### config.mk
export PLATFORM = sky130hd
export DESIGN_NAME = text_banner_render
export DESIGN_NICKNAME = d
export VERILOG_FILES = /design/src/rtl/text_banner_render.sv
export SDC_FILE = /design/constraint.sdc
export NUM_CORES = 1
export LEC_CHECK = 0
export CAP_MARGIN = 10
export CELL_PAD_IN_SITES_DETAIL_PLACEMENT = 0
export CELL_PAD_IN_SITES_GLOBAL_PLACEMENT = 1
export CORE_MARGIN = 1
export CORE_UTILIZATION = 26
export DETAILED_ROUTE_END_ITERATION = 8
export MAX_ROUTING_LAYER = met4
export PLACE_DENSITY = 0.94
export SLEW_MARGIN = 20
export SYNTH_ARGS = -nofsm -noshare
export SYNTH_HDL_FRONTEND = slang
export SYNTH_SLANG_ARGS = --single-unit
### constraint.sdc
create_clock -name clk -period 6.92 [get_ports clk]
set_clock_uncertainty 0.15 [all_clocks]
set_input_delay 1.384 -clock clk [delete_from_list [all_inputs] [get_ports clk]]
set_output_delay 1.384 -clock clk [all_outputs]
set_load 0.01 [all_outputs]
### src/rtl/text_banner_render.sv
// -----------------------------------------------------------------------------
// text_banner_render
//
// Overlays a 210x25 one-bit text banner on a VGA pixel stream. The banner
// bitmap comes from an external combinational ROM, one 210-bit row per
// address. Pixels pass through a two-stage pipeline that only advances on
// pixel_tick. Stage 1 works out the window position and the ROM row. Stage 2
// picks the bit for the column and registers the RGB332 colour.
// An optional blink mode alternates the banner between visible and hidden
// every 64 frames.
//
// Ports
//   clk         system clock, rising edge
//   reset       asynchronous active-low reset
//   pixel_tick  one-clk pixel enable from the sync generator
//   video_on    high in the visible area
//   pixel_x     current column, 0..799
//   pixel_y     current row, 0..524
//   blink_en    enables 64-frame blinking of the banner
//   rom_addr    registered row address to the text ROM (0..24)
//   rom_data    ROM row, bit 209 = leftmost banner column
//   rgb         registered RGB332 output pixel
// -----------------------------------------------------------------------------
module text_banner_render #(
   parameter int unsigned X0 = 215,
   parameter int unsigned Y0 = 40,
   parameter logic [7:0]  FG = 8'hFF,
   parameter logic [7:0]  BG = 8'h00
) (
   input  logic           clk,
   input  logic           reset,
   input  logic           pixel_tick,
   input  logic           video_on,
   input  logic [9:0]     pixel_x,
   input  logic [9:0]     pixel_y,
   input  logic           blink_en,
   output logic [7:0]     rom_addr,
   input  logic [209:0]   rom_data,
   output logic [7:0]     rgb
);

   localparam logic [9:0] X_LO = 10'(X0);
   localparam logic [9:0] X_HI = 10'(X0 + 32'd209);
   localparam logic [9:0] Y_LO = 10'(Y0);
   localparam logic [9:0] Y_HI = 10'(Y0 + 32'd24);

   typedef enum logic {
      SHOW = 1'b0,
      HIDE = 1'b1
   } vis_state_e;

   vis_state_e state_q, state_d;

   logic [7:0] rom_addr_q, rom_addr_d;
   logic [7:0] col_q, col_d;
   logic       in_win_q, in_win_d;
   logic       von_q, von_d;
   logic [7:0] rgb_q, rgb_d;
   logic [5:0] frame_cnt_q, frame_cnt_d;

   logic       in_win_s;
   logic       frame_tick_s;
   logic [7:0] bit_idx_s;
   logic       bit_sel_s;

   // Stage 1: window test, ROM row address and column offset
   always_comb begin
      in_win_s   = (pixel_x >= X_LO) && (pixel_x <= X_HI) &&
                   (pixel_y >= Y_LO) && (pixel_y <= Y_HI);
      rom_addr_d = rom_addr_q;
      col_d      = col_q;
      in_win_d   = in_win_q;
      von_d      = von_q;
      if (pixel_tick) begin
         col_d    = 8'(pixel_x - X_LO);
         in_win_d = in_win_s;
         von_d    = video_on;
         // Outside the window the address holds, so the ROM output stays stable.
         if (in_win_s) begin
            rom_addr_d = 8'(pixel_y - Y_LO);
         end else begin
            rom_addr_d = rom_addr_q;
         end
      end else begin
         rom_addr_d = rom_addr_q;
      end
   end

   // Stage 2: select the banner bit for this column and form the colour
   always_comb begin
      bit_idx_s = 8'd209 - col_q;
      // col_q is only meaningful in-window; guard the index for other pixels
      if (col_q <= 8'd209) begin
         bit_sel_s = rom_data[bit_idx_s];
      end else begin
         bit_sel_s = 1'b0;
      end
      rgb_d = rgb_q;
      if (pixel_tick) begin
         if (!von_q) begin
            rgb_d = 8'h00;
         end else if (in_win_q && bit_sel_s && (state_q == SHOW)) begin
            rgb_d = FG;
         end else begin
            rgb_d = BG;
         end
      end else begin
         rgb_d = rgb_q;
      end
   end

   // Frame counter and SHOW/HIDE next-state logic
   always_comb begin
      frame_tick_s = pixel_tick && (pixel_x == 10'd0) && (pixel_y == 10'd0);
      frame_cnt_d  = frame_cnt_q;
      state_d      = state_q;
      if (frame_tick_s) begin
         frame_cnt_d = frame_cnt_q + 6'd1;
      end else begin
         frame_cnt_d = frame_cnt_q;
      end
      // Toggling happens only on the wrapping frame tick, so it always
      // lands on a frame boundary.
      if (!blink_en) begin
         state_d = SHOW;
      end else if (frame_tick_s && (frame_cnt_q == 6'd63)) begin
         case (state_q)
            SHOW:    state_d = HIDE;
            HIDE:    state_d = SHOW;
            default: state_d = SHOW;
         endcase
      end else begin
         state_d = state_q;
      end
   end

   // Pipeline, frame counter and FSM state registers
   always_ff @(posedge clk or negedge reset) begin
      if (!reset) begin
         rom_addr_q  <= 8'h00;
         col_q       <= 8'h00;
         in_win_q    <= 1'b0;
         von_q       <= 1'b0;
         rgb_q       <= 8'h00;
         frame_cnt_q <= 6'd0;
         state_q     <= SHOW;
      end else begin
         rom_addr_q  <= rom_addr_d;
         col_q       <= col_d;
         in_win_q    <= in_win_d;
         von_q       <= von_d;
         rgb_q       <= rgb_d;
         frame_cnt_q <= frame_cnt_d;
         state_q     <= state_d;
      end
   end

   assign rom_addr = rom_addr_q;
   assign rgb      = rgb_q;

endmodule
# ---- After elaboration in Yosys (flattened, before gate mapping)
# Cells that the tools add are included.
dict set report word_totals {
  register_bits 33
  inputBits 235
  output_inout_bits 16
  wordCells 39
}
dict set report op_classes {
  n_addsub 4
  order_cmp 6
  eq_ne 2
  n_mux 8
  bitwise 1
  n_reduce_logical 11
}
# cell count
set op_table {}
lappend op_table {{10-bit logical NOT} 2}
lappend op_table {{8-bit 2-to-1 mux} 2}
lappend op_table {{10-bit by 6-bit greater-or-equal comparator with 1-bit output (second input constant)} 1}
lappend op_table {{10-bit by 8-bit greater-or-equal comparator with 1-bit output (second input constant)} 1}
lappend op_table {{10-bit by 7-bit less-or-equal comparator with 1-bit output (second input constant)} 1}
lappend op_table {{10-bit by 9-bit less-or-equal comparator with 1-bit output (second input constant)} 1}
lappend op_table {{8-bit by 9-bit < comparator with 1-bit output (second input constant)} 1}
lappend op_table {{1-bit binary-select mux with 8-bit select} 1}
lappend op_table {{8-bit less-or-equal comparator (second input constant)} 1}
lappend op_table {{1-bit logical AND} 8}
lappend op_table {{8-bit by 6-bit subtractor with 8-bit output (second input constant)} 1}
lappend op_table {{8-bit subtractor (first input constant)} 1}
lappend op_table {{8-bit subtractor (second input constant)} 1}
lappend op_table {{6-bit by 1-bit adder with 6-bit output (second input constant)} 1}
lappend op_table {{6-bit == test (second input constant)} 1}
lappend op_table {{1-bit 2-to-1 mux} 4}
lappend op_table {{2-bit by 1-bit != test with 1-bit output (second input constant)} 1}
lappend op_table {{1-bit one-hot mux with 2 select lines} 1}
lappend op_table {{2-bit AND reduction} 1}
lappend op_table {{1-bit inverter} 1}

# ---- Logic depth before layout (Yosys ltp)
# Gate-level depths: netlist of the first run.
dict set report logic_depth {
  ltp_word 8
  ltp_mapped 12
  mapped_depth_nobuf 9
}

# ---- Worst setup path after synthesis of the first run
# No wires, ideal clock.
dict set report synth_timing {
  path_type {input to register}
  startpoint {in pixel_y[5]}
  endpoint {reg rom_addr_q[0], in the netlist rom_addr[0]}
  setup_ns 0.125
  arrival_ns 2.963
  required_time_ns 6.645
  slack_ns 3.682
  path_stages 5
  n_path_buf 0
  path_cell_list {or4_1 > o22ai_1 > nand2_1 > nor2_1 > mux2_2}
}
dict set report synth_between {
  elab_chain_cells 4
  elab_cells_between_ends 5
  classes_between {order compare: 2; reduce/logical: 3}
}
# item line
set synth_lines {}
lappend synth_lines {{start: declaration} 35} ;# input logic [9:0] pixel_y,
lappend synth_lines {{10-bit by 6-bit greater-or-equal comparator with 1-bit output} 69} ;# (pixel_y >= Y_LO) && (pixel_y <= Y_HI);
lappend synth_lines {{1-bit logical AND} 68} ;# in_win_s = (pixel_x >= X_LO) && (pixel_x <= X_HI) &&
lappend synth_lines {{1-bit logical AND (*)} 69}
lappend synth_lines {{2-bit AND reduction (no line) (*)} n/a}
lappend synth_lines {{end signal: assignment} 148} ;# rom_addr_q <= rom_addr_d;
lappend synth_lines {{end: declaration} 54} ;# logic [7:0] rom_addr_q, rom_addr_d;
# Every way passes the cells marked *; elsewhere a longest branch is shown, timed or not.
# A chain may end at the register's enable or synchronous reset.

# ---- Worst setup path in the final report of the first run
dict set report layout_timing {
  startpoint {reg col_q[1]}
  endpoint {reg rgb_q[6], in the netlist rgb[6]}
}
dict set report layout_between {
  elab_chain_cells 8
  elab_cells_between_ends 9
  classes_between {add/sub: 1; order compare: 1; mux: 5; reduce/logical: 2}
}
# item line
set layout_lines {}
lappend layout_lines {{start: declaration} 55} ;# logic [7:0] col_q, col_d;
lappend layout_lines {{start signal: assignment} 149} ;# col_q <= col_d;
lappend layout_lines {{8-bit subtractor} 91} ;# bit_idx_s = 8'd209 - col_q;
lappend layout_lines {{1-bit binary-select mux with 8-bit select} 94} ;# bit_sel_s = rom_data[bit_idx_s];
lappend layout_lines {{1-bit 2-to-1 mux (implied by the code)} 94}
lappend layout_lines {{1-bit 2-to-1 mux (*)} 93} ;# if (col_q <= 8'd209) begin
lappend layout_lines {{1-bit logical AND (*) (2 in series)} 102} ;# end else if (in_win_q && bit_sel_s && (state_q == SHOW)) begin
lappend layout_lines {{8-bit 2-to-1 mux (*)} 102}
lappend layout_lines {{8-bit 2-to-1 mux (*)} 100} ;# if (!von_q) begin
lappend layout_lines {{end signal: assignment} 152} ;# rgb_q <= rgb_d;
lappend layout_lines {{end: declaration} 58} ;# logic [7:0] rgb_q, rgb_d;
# Every way passes the cells marked *; elsewhere a longest branch is shown, timed or not. The select of a mux whose other input is x is not followed.

==> out/summary.txt, run 1 <==
Syn Std Cell Area -> 3260 um^2
largest cells by area after synthesis -> mux4_2, dfrtp_1, mux2_2, xnor2_1, mux2i_1
Final Max Slew Viols -> 0
Final Cycle Share -> 0.572
relative max-transition margin -> 0.348
height of the die -> 114 um
final setup vio count -> 0
commonest cells in the netlist -> mux4_2, dfrtp_1, nand2_1, inv_1, nor2_1
Synth Instances -> 273
Synth top area share -> 0.380
detailed-placement wirelength estimate -> 11000 um
Min-Delay Path Class -> register to register
DRT iter0 DRCs -> 88
initial antenna violation count -> 0
asr flop ratio synth -> 1.00
register area share after synthesis -> 0.200
Hold Crit Depth -> 1
maximum vdd drop -> 114 uV
Synth Flop Type -> dfrtp_1
Total GRT Usage -> 0.204
setup_tns -> 0 ns
final hold vios -> 0
TritonCTS clock tree -> built
placed cell count -> 670
die area -> 13000 um^2
# DRC -> 0
Antenna Cells -> 0
crit start category -> register
Post-CTS Setup Inserts -> 0
clk_lat worst skew -> 0.26 ns
Core Region -> 12100 um^2
Die W -> 114 um
Final Hold Slack -> 0.343 ns
wire per inst -> 19.0 um
Root Driver -> clkbuf_16
via count -> 3408
Worst Path Required -> 6.89 ns
total congestion overflow -> 0
Post-synth EDFFs -> 0
CTS resizes -> 0
Crit Path Category -> register to register
Worst-Margin Slew -> 0.977 ns
worst-path fanout max -> 47
antenna-violating nets left -> 0
Max Buffers Root-to-Sink -> 2
input/output buffers -> 250
max frequency -> 253 MHz
area grow syn2layout -> 82.6%
PwrDens -> 136 nW/um^2
max-cap violation count -> 0
synthesis-stage register bit count -> 26
area leader, netlist -> mux4_2
depth of the most critical reg-to-reg path -> 10
Syn Area/Cell -> 11.9 um^2
setup repair after global routing missed its margin -> no
Hold-fix buffers, CTS -> 0
detailed-route wire length -> 12800 um
# rows -> 40
initial core utilization -> 0.269
CP Capture Type -> register
crit path time final -> 3.96 ns
global-route wire length before repair -> 19600 um
H-tree Lvls -> 1
number of vias per cell -> 5.06
syn nets -> 513
final net count -> 747
status -> completed
io pins -> 251
Lkg Pwr -> 2.23 nW
yosys warns -> 0
pin count of the biggest net entering global routing -> 57
TritonCTS Sinks -> 26
Clock transition at path regs -> 0.07 ns
post-synth cell types -> 55
final non-filler cell total -> 674
share of cells above drive strength 1 -> 0.160
WP data arrival -> 3.93 ns
CTS Buf Count -> 3
GP Congestion -> 0.933
Pre-Repair DR Iteration Count -> 6
vias in the first global route -> 3919
count leader, synth -> mux4_2
fillers -> 1144
==> flip-flops by register name, summed over array words and instances (netlist names) <==
signal       cells
rom_addr         8
in_win_q         1
rgb              1
von_q            1
state_q          1
col_q            8
frame_cnt_q      6
==> per-layer routing <==
metal	vias to the layer above	GRT usage	wire (um)
met4	0	0.0771	416
met2	154	0.388	7010
met3	32	0.0218	585
met1	1671	0.216	4780
met5	-	-	0
li1	1551	-	-
==> logic make-up after synthesis <==
group / after synthesis / share of synthesized area
mux: 77 / 0.467
simple gates: 63 / 0.0968
compound gates: 43 / 0.0914
buf+inv: 39 / 0.0672
flops: 26 / 0.200
xor+xnor: 20 / 0.0584
fa+ha+maj: 5 / 0.0192
==> where the power goes <==
part | leakage (nW) | switching, mW | internal (mW)
registers | 0.335 | 0.0254 | 0.161
clock network | 0.0511 | 0.0510 | 0.115
logic | 1.84 | 0.170 | 0.286
total | 2.23 | 0.246 | 0.563
==> layout by cell type (no fill, tap or decap), types with 4 or more instances in the layout <==
master / count
clkdlybuf4s50_1: 250
mux4_2: 55
dfrtp_1: 24
nand2_1: 20
inv_1: 14
nor2_1: 14
mux2_2: 11
o21ai_0: 10
xnor2_1: 9
a21oi_1: 9
mux2i_1: 8
xor2_1: 8
nor3_1: 6
ha_1: 5
nor2b_1: 4
==> critical path: stages, from the launching register on <==
cell	delay [ns]
dfrtp_2	0.34
buf_4	0.49
inv_2	0.23
ha_1	0.79
inv_1	0.28
a2111oi_1	0.44
nor3_1	0.09
a222oi_1	0.38
o21ai_0	0.15
a211oi_1	0.32
o32ai_1	0.11
==> final timing paths <==
| path | startpoint | to | slack [ns] |
|---|---|---|---|
| min reg2reg | frame_cnt_q[5] | frame_cnt_q[5] | 0.34 |
| max in group asynchronous | reset | col_q[0] | 5.00 |
| min in group asynchronous | reset | rom_addr[6] | 1.34 |
| max | col_q[1] | rgb[6] | 2.96 |
| min | frame_cnt_q[5] | frame_cnt_q[5] | 0.34 |
| max reg2reg | col_q[1] | rgb[6] | 2.96 |
==> through the flow <==
step                setup WS, ns  power (mW)  cell area, um^2   util
floorplan                   3.68       0.444             3260      -
global placement            2.90       0.645             5840  0.482
detailed placement          2.81       0.650             5840  0.482
CTS                         2.89       0.818             5950  0.491
global route                2.64       0.855             5950  0.491
finish                      2.96       0.809             5950  0.491
==> area by class of cell <==
class / count / area, um^2 / area share
clock buffers: 3 / 75.1 / 0.0126
clock inverters: 1 / 30.0 / 0.00505
inverters: 15 / 56.3 / 0.00947
well taps: 168 / 210 / 0.0353
multi-input cells: 208 / 2390 / 0.403
flip-flops and latches: 26 / 656 / 0.110
repair buffers: 253 / 2520 / 0.425
Note: power is estimated with default switching activity, not from simulation.
==> inputs of run 2 (changes only) <==
--- a/config.mk
+++ b/config.mk
@@ -9,10 +9,10 @@
 export CELL_PAD_IN_SITES_DETAIL_PLACEMENT = 0
 export CELL_PAD_IN_SITES_GLOBAL_PLACEMENT = 1
 export CORE_MARGIN = 1
-export CORE_UTILIZATION = 26
+export CORE_UTILIZATION = 25
 export DETAILED_ROUTE_END_ITERATION = 8
 export MAX_ROUTING_LAYER = met4
-export PLACE_DENSITY = 0.94
+export PLACE_DENSITY = 0.91
 export SLEW_MARGIN = 20
 export SYNTH_ARGS = -nofsm -noshare
 export SYNTH_HDL_FRONTEND = slang
==> constraint.sdc (replaced) <==
create_clock -name clk -period 4.1 [get_ports clk]
set_clock_uncertainty 0.15 [all_clocks]
set_input_delay 0.82 -clock clk [delete_from_list [all_inputs] [get_ports clk]]
set_output_delay 0.82 -clock clk [all_outputs]
set_load 0.01 [all_outputs]
==> run 2 against run 1 <==
Global-route usage shrank 0.94 points; via count grew 0.44%; hold slack lost 0.00078 ns; sequential power grew 68%; sequential share of layout area shrank 0.092 points; critical path depth shrank 1; register-to-register slack lost 2.1 ns; count of clock-buffer cells in the layout is the same; routed wire length shrank 1.1%; critical path type unchanged; largest cell class unchanged.
==> out/summary.txt, run 2 (synthesized netlist as in run 1, its figures left out) <==
status -> completed
total congestion overflow -> 0 (unchanged)
input/output buffers -> 250 (unchanged)
fillers -> 1162 (+1.6%)
CTS Buf Count -> 3 (unchanged)
Root Driver -> clkbuf_16
pin count of the biggest net entering global routing -> 51 (-11%)
detailed-route wire length -> 12700 um (-1.1%)
setup_tns -> 0 ns (unchanged)
Critical Path Sink -> rgb[6]
CTS resizes -> 0 (unchanged)
depth of the most critical reg-to-reg path -> 9 (-1)
Crit Path Category -> register to register
TritonCTS Sinks -> 26 (unchanged)
PwrDens -> 230 nW/um^2 (+69%)
reg2reg start -> col_q[1]
max-cap violation count -> 0 (unchanged)
Total GRT Usage -> 0.195 (-0.00938)
multi-input combinational cell area -> 2390 um^2 (unchanged)
via count -> 3423 (+0.44%)
DRT iter0 DRCs -> 125 (+42%)
relative max-transition margin -> 0.398 (+0.0501)
Max Buffers Root-to-Sink -> 2 (unchanged)
Pre-Repair DR Iteration Count -> 4 (-2)
Core Region -> 12700 um^2 (+4.6%)
setup repair after global routing missed its margin -> no
crit start category -> register
maximum vdd drop -> 155 uV (+35%)
Antenna Cells -> 0 (unchanged)
Worst-Margin Slew -> 0.903 ns (-0.0744 ns)
placed cell count -> 680 (+1.5%)
reg2reg end -> rgb[6]
Hold-fix buffers, CTS -> 0 (unchanged)
io pins -> 251 (unchanged)
crit path time final -> 3.26 ns (-0.699 ns)
die area -> 13500 um^2 (+3.9%)
WP data arrival -> 3.25 ns (-0.68 ns)
wire per inst -> 18.5 um (-2.5%)
H-tree Lvls -> 1 (unchanged)
R2R setup slack -> 0.84 ns (-2.12 ns)
final hold vios -> 0 (unchanged)
clk_lat worst skew -> 0.26 ns (about the same)
TritonCTS clock tree -> built
max frequency -> 307 MHz (+21%)
commonest non-fill, non-tap cells in the layout -> clkdlybuf4s50_1, mux4_2, dfrtp_1
Min-Delay Path Class -> register to register
antenna-violating nets left -> 0 (unchanged)
final setup vio count -> 0 (unchanged)
area grow syn2layout -> 84.1%
height of the die -> 116 um (+1.9%)
global-route wire length before repair -> 19200 um (-2.1%)
Clock transition at path regs -> 0.07 ns (about the same)
most common cell after layout, fill and taps aside -> clkdlybuf4s50_1
vias in the first global route -> 3663 (-6.5%)
Final Hold Slack -> 0.342 ns (-0.000779 ns)
Worst Path Required -> 4.09 ns (-2.80 ns)
initial core utilization -> 0.257 (-0.0119)
GP Congestion -> 0.910 (-2.4%)
register area -> 656 um^2 (unchanged)
worst-path fanout max -> 7 (-85%)
Core Util, Final -> 0.473 (-0.0177)
Lkg Pwr -> 2.26 nW (+1.3%)
final net count -> 753 (+0.80%)
Post-CTS Setup Inserts -> 0 (unchanged)
number of vias per cell -> 5.00 (-1.0%)
detailed-placement wirelength estimate -> 11100 um (+0.74%)
CP Launch Point -> col_q[1]
share of cells above drive strength 1 -> 0.170 (+0.00984)
final non-filler cell total -> 684 (+1.5%)
Final Max Slew Viols -> 0 (unchanged)
CP Capture Type -> register
Die W -> 116 um (+1.9%)
# DRC -> 0 (unchanged)
Final Total Pwr -> 1.38 mW (+70%)
# rows -> 41 (+2.5%)
initial antenna violation count -> 0 (unchanged)
Final Cycle Share -> 0.795 (+0.223)
-- run 2: cell count changes in the layout (fill, tap and decap cells not counted), sizes merged --
cell / change
buf: +6
-- run 2: final cells by class --
type / count / share of cell area
clock inverter: 1 / 0.00501
multi-input combinational: 208 / 0.399
sequential: 26 / 0.109
tap: 172 / 0.0359
timing repair buffer: 259 / 0.429
inverter: 15 / 0.00939
clock buffer: 3 / 0.0125
-- run 2: power breakdown --
| part | switching (mW) | total, mW | internal [mW] | leakage [nW] |
|---|---|---|---|---|
| Sequential | 0.0415 | 0.314 | 0.272 | 0.335 |
| Combinational | 0.289 | 0.781 | 0.493 | 1.87 |
| Clock | 0.0899 | 0.284 | 0.194 | 0.0511 |
| Total | 0.420 | 1.38 | 0.959 | 2.26 |
-- run 2: worst min path at each step --
stage | slack, ns | depth (start not counted) | from | to
2_1_floorplan | 0.29 | 1 | frame_cnt_q[5] | frame_cnt_q[5]
3_3_place_gp | 0.31 | 1 | frame_cnt_q[5] | frame_cnt_q[5]
3_5_place_dp | 0.34 | 1 | frame_cnt_q[5] | frame_cnt_q[5]
4_1_cts | 0.35 | 1 | frame_cnt_q[5] | frame_cnt_q[5]
5_1_grt | 0.37 | 1 | frame_cnt_q[5] | frame_cnt_q[5]
6_report | 0.34 | 1 | frame_cnt_q[5] | frame_cnt_q[5]
-- run 2: worst max-delay path, stage by stage, from the launching register on --
cell and delay, ns:
dfrtp_2 0.41, inv_2 0.16, ha_1 0.32, nor2b_2 0.24
o21a_1 0.17, or2_1 0.37, mux4_2 0.61, o2111ai_1 0.26
nor4bb_1 0.32, o32ai_1 0.13
-- run 2: metrics by stage --
| stage | setup slack (ns) | cell area [um^2] |
|---|---|---|
| after global placement | 0.856 | 5890 |
| after CTS | 0.861 | 6000 |
| final | 0.840 | 6000 |
| after detailed placement | 0.845 | 5890 |
| after floorplan | 0.940 | 3260 |
| after global routing | 0.648 | 6000 |
-- run 2: per-layer routing --
metal	GRT usage	wire, um	vias to the layer above	share of wire
li1	-	-	1569	-
met1	0.227	4720	1679	0.37
met2	0.359	6920	155	0.55
met3	0.0171	707	20	0.056
met4	0.0496	299	0	0.024
met5	-	0	-	0
==> inputs of run 3 (changes only) <==
==> constraint.sdc (replaced) <==
create_clock -name clk -period 3.25 [get_ports clk]
set_clock_uncertainty 0.15 [all_clocks]
set_input_delay 0.65 -clock clk [delete_from_list [all_inputs] [get_ports clk]]
set_output_delay 0.65 -clock clk [all_outputs]
set_load 0.01 [all_outputs]
==> run 3 against run 2 <==
Largest cell class unchanged; first-iteration DRC count grew 24%; cell count rose by 1.2%; count of clock-buffer cells in the layout rose by 1; sequential cell count stayed put; non-clock buffer count up 8; core utilization increased by 0.27 points; highest routed layer unchanged; routed wire length is 1.3% higher; sequential power up 21%; clock power decreased by 5%.
==> out/summary.txt, run 3 (synthesized netlist as in run 1, its figures left out) <==
wire per inst -> 18.5 um (about the same)
worst stage delay on the critical path -> 0.51 ns (-0.10 ns)
TritonCTS Sinks -> 26 (unchanged)
DRT iter0 DRCs -> 155 (+24%)
Highest Signal Layer -> met4
met1 WL -> 4830 um (+2.4%)
final non-filler cell total -> 692 (+1.2%)
most common cell after layout, fill and taps aside -> clkdlybuf4s50_1
global-route wire length before repair -> 19500 um (+1.2%)
design area -> 6030 um^2 (+0.56%)
Worst Path Required -> 3.23 ns (-0.86 ns)
Core Util, Final -> 0.476 (+0.00267)
detailed-placement wirelength estimate -> 11300 um (+1.8%)
PwrDens -> 279 nW/um^2 (+21%)
setup repair after global routing missed its margin -> no
multi-input combinational cell area -> 2390 um^2 (unchanged)
Worst-Margin Slew -> 0.910 ns (+0.00688 ns)
relative max-transition margin -> 0.392 (-0.00649)
CTS resizes -> 0 (unchanged)
slowest CP cell -> mux4_2
TritonCTS clock tree -> built
initial antenna violation count -> 0 (unchanged)
share of cells above drive strength 1 -> 0.181 (+0.0108)
final setup vio count -> 0 (unchanged)
crit path time final -> 2.96 ns (-0.301 ns)
pin count of the biggest net entering global routing -> 42 (-18%)
Total GRT Usage -> 0.196 (+0.000718)
fin worst setup slack -> 0.292 ns (-0.549 ns)
final hold vios -> 0 (unchanged)
setup_tns -> 0 ns (unchanged)
Lkg Pwr -> 2.28 nW (+1.1%)
# DRC -> 0 (unchanged)
Cell Chain, Critical Path -> buf_4 -> buf_4 -> mux4_2 -> mux4_2 -> o2111ai_1 -> a41oi_1 -> nor4bb_1 -> o32ai_1
clk_lat worst skew -> 0.25 ns (about the same)
height of the die -> 116 um (unchanged)
worst-path fanout max -> 41 (+34)
antenna-violating nets left -> 0 (unchanged)
status -> completed
input/output buffers -> 250 (unchanged)
CTS Buf Count -> 3 (unchanged)
DR WL met3 -> 756 um (+6.9%)
Cell Int Power -> 1.15 mW (+20%)
register area -> 656 um^2 (unchanged)
Hold-fix buffers, CTS -> 0 (unchanged)
clock network fraction of total power -> 0.161 (-0.045)
Die W -> 116 um (unchanged)
Met2 Wirelength -> 6940 um (+0.22%)
WP data arrival -> 2.94 ns (-0.31 ns)
Crit Path Category -> register to register
Placed Area -> 5950 um^2 (+1.0%)
H-tree Lvls -> 1 (unchanged)
final net count -> 761 (+1.1%)
area grow syn2layout -> 85.2%
Switching Share -> 0.315 (+0.0103)
Final Hold Slack -> 0.322 ns (-0.0194 ns)
max frequency -> 338 MHz (+10%)
GP Congestion -> 0.939 (+3.1%)
initial core utilization -> 0.257 (unchanged)
io pins -> 251 (unchanged)
Comb pwr share -> 0.612 (+0.046)
fillers -> 1200 (+3.3%)
Core Region -> 12700 um^2 (unchanged)
Min-Delay Path Class -> register to register
Final Max Slew Viols -> 0 (unchanged)
detailed-route wire length -> 12800 um (+1.3%)
CP Capture Type -> register
max-cap violation count -> 0 (unchanged)
number of vias per cell -> 5.05 (+0.92%)
Antenna Cells -> 0 (unchanged)
via count -> 3495 (+2.1%)
Sw Pwr -> 0.529 mW (+26%)
Final Cycle Share -> 0.910 (+0.115)
maximum vdd drop -> 180 uV (+16%)
placed cell count -> 688 (+1.2%)
total congestion overflow -> 0 (unchanged)
Final Total Pwr -> 1.68 mW (+22%)
Root Driver -> clkbuf_16
Post-CTS Setup Inserts -> 0 (unchanged)
die area -> 13500 um^2 (unchanged)
vias in the first global route -> 3817 (+4.2%)
Max Buffers Root-to-Sink -> 2 (unchanged)
worst slack, placed -> 0.199 ns (-0.646 ns)
Clock transition at path regs -> 0.06 ns (about the same)
commonest non-fill, non-tap cells in the layout -> clkdlybuf4s50_1, mux4_2, dfrtp_1
crit start category -> register
# rows -> 41 (unchanged)
Pre-Repair DR Iteration Count -> 4 (unchanged)
Seq pwr share -> 0.226 (-0.002)
## run 3: changes by cell type in the layout (fill, tap and decap cells not counted), sizes merged
cell and change:
clkbuf +1, bufinv -1, buf +8
## run 3: power by group through the flow
stage               clock, mW  combinational [mW]  sequential (mW)
global placement            0                1.02            0.387
finish                  0.271                1.03            0.380
CTS                     0.279                1.03            0.382
detailed placement          0                1.03            0.388
global route            0.287                1.10            0.385
floorplan                   0               0.578            0.368
## run 3: cell type report
type,count,share of cell area
sequential,26,0.109
clock buffer,4,0.0131
multi-input combinational,208,0.397
timing repair buffer,267,0.436
inverter,15,0.00934
tap,172,0.0357
## run 3: metal layers
metal	track usage	vias up
li1	-	1581
met4	0.0521	0
met1	0.216	1735
met3	0.0317	26
met5	-	-
met2	0.363	153
## run 3: final timing paths
path	from	end	slack [ns]	cells past startpoint
worst max-delay path	col_q[1]	rgb[6]	0.29	8
worst min-delay path	frame_cnt_q[5]	frame_cnt_q[5]	0.32	1
worst max register to register	col_q[1]	rgb[6]	0.29	8
worst min register to register	frame_cnt_q[5]	frame_cnt_q[5]	0.32	1
max in group asynchronous	reset	col_q[0]	1.53	1
min in group asynchronous	reset	frame_cnt_q[4]	0.76	1
## run 3: worst max-delay path: cells and delay by family (launching register included)
| kind | cells | cell delay [ns] |
|---|---|---|
| and+or+nand+nor | 1 | 0.31 |
| AOI/OAI and AO/OA | 3 | 0.44 |
| muxes | 2 | 0.90 |
| DFF | 1 | 0.37 |
| buffers and inverters | 2 | 0.62 |
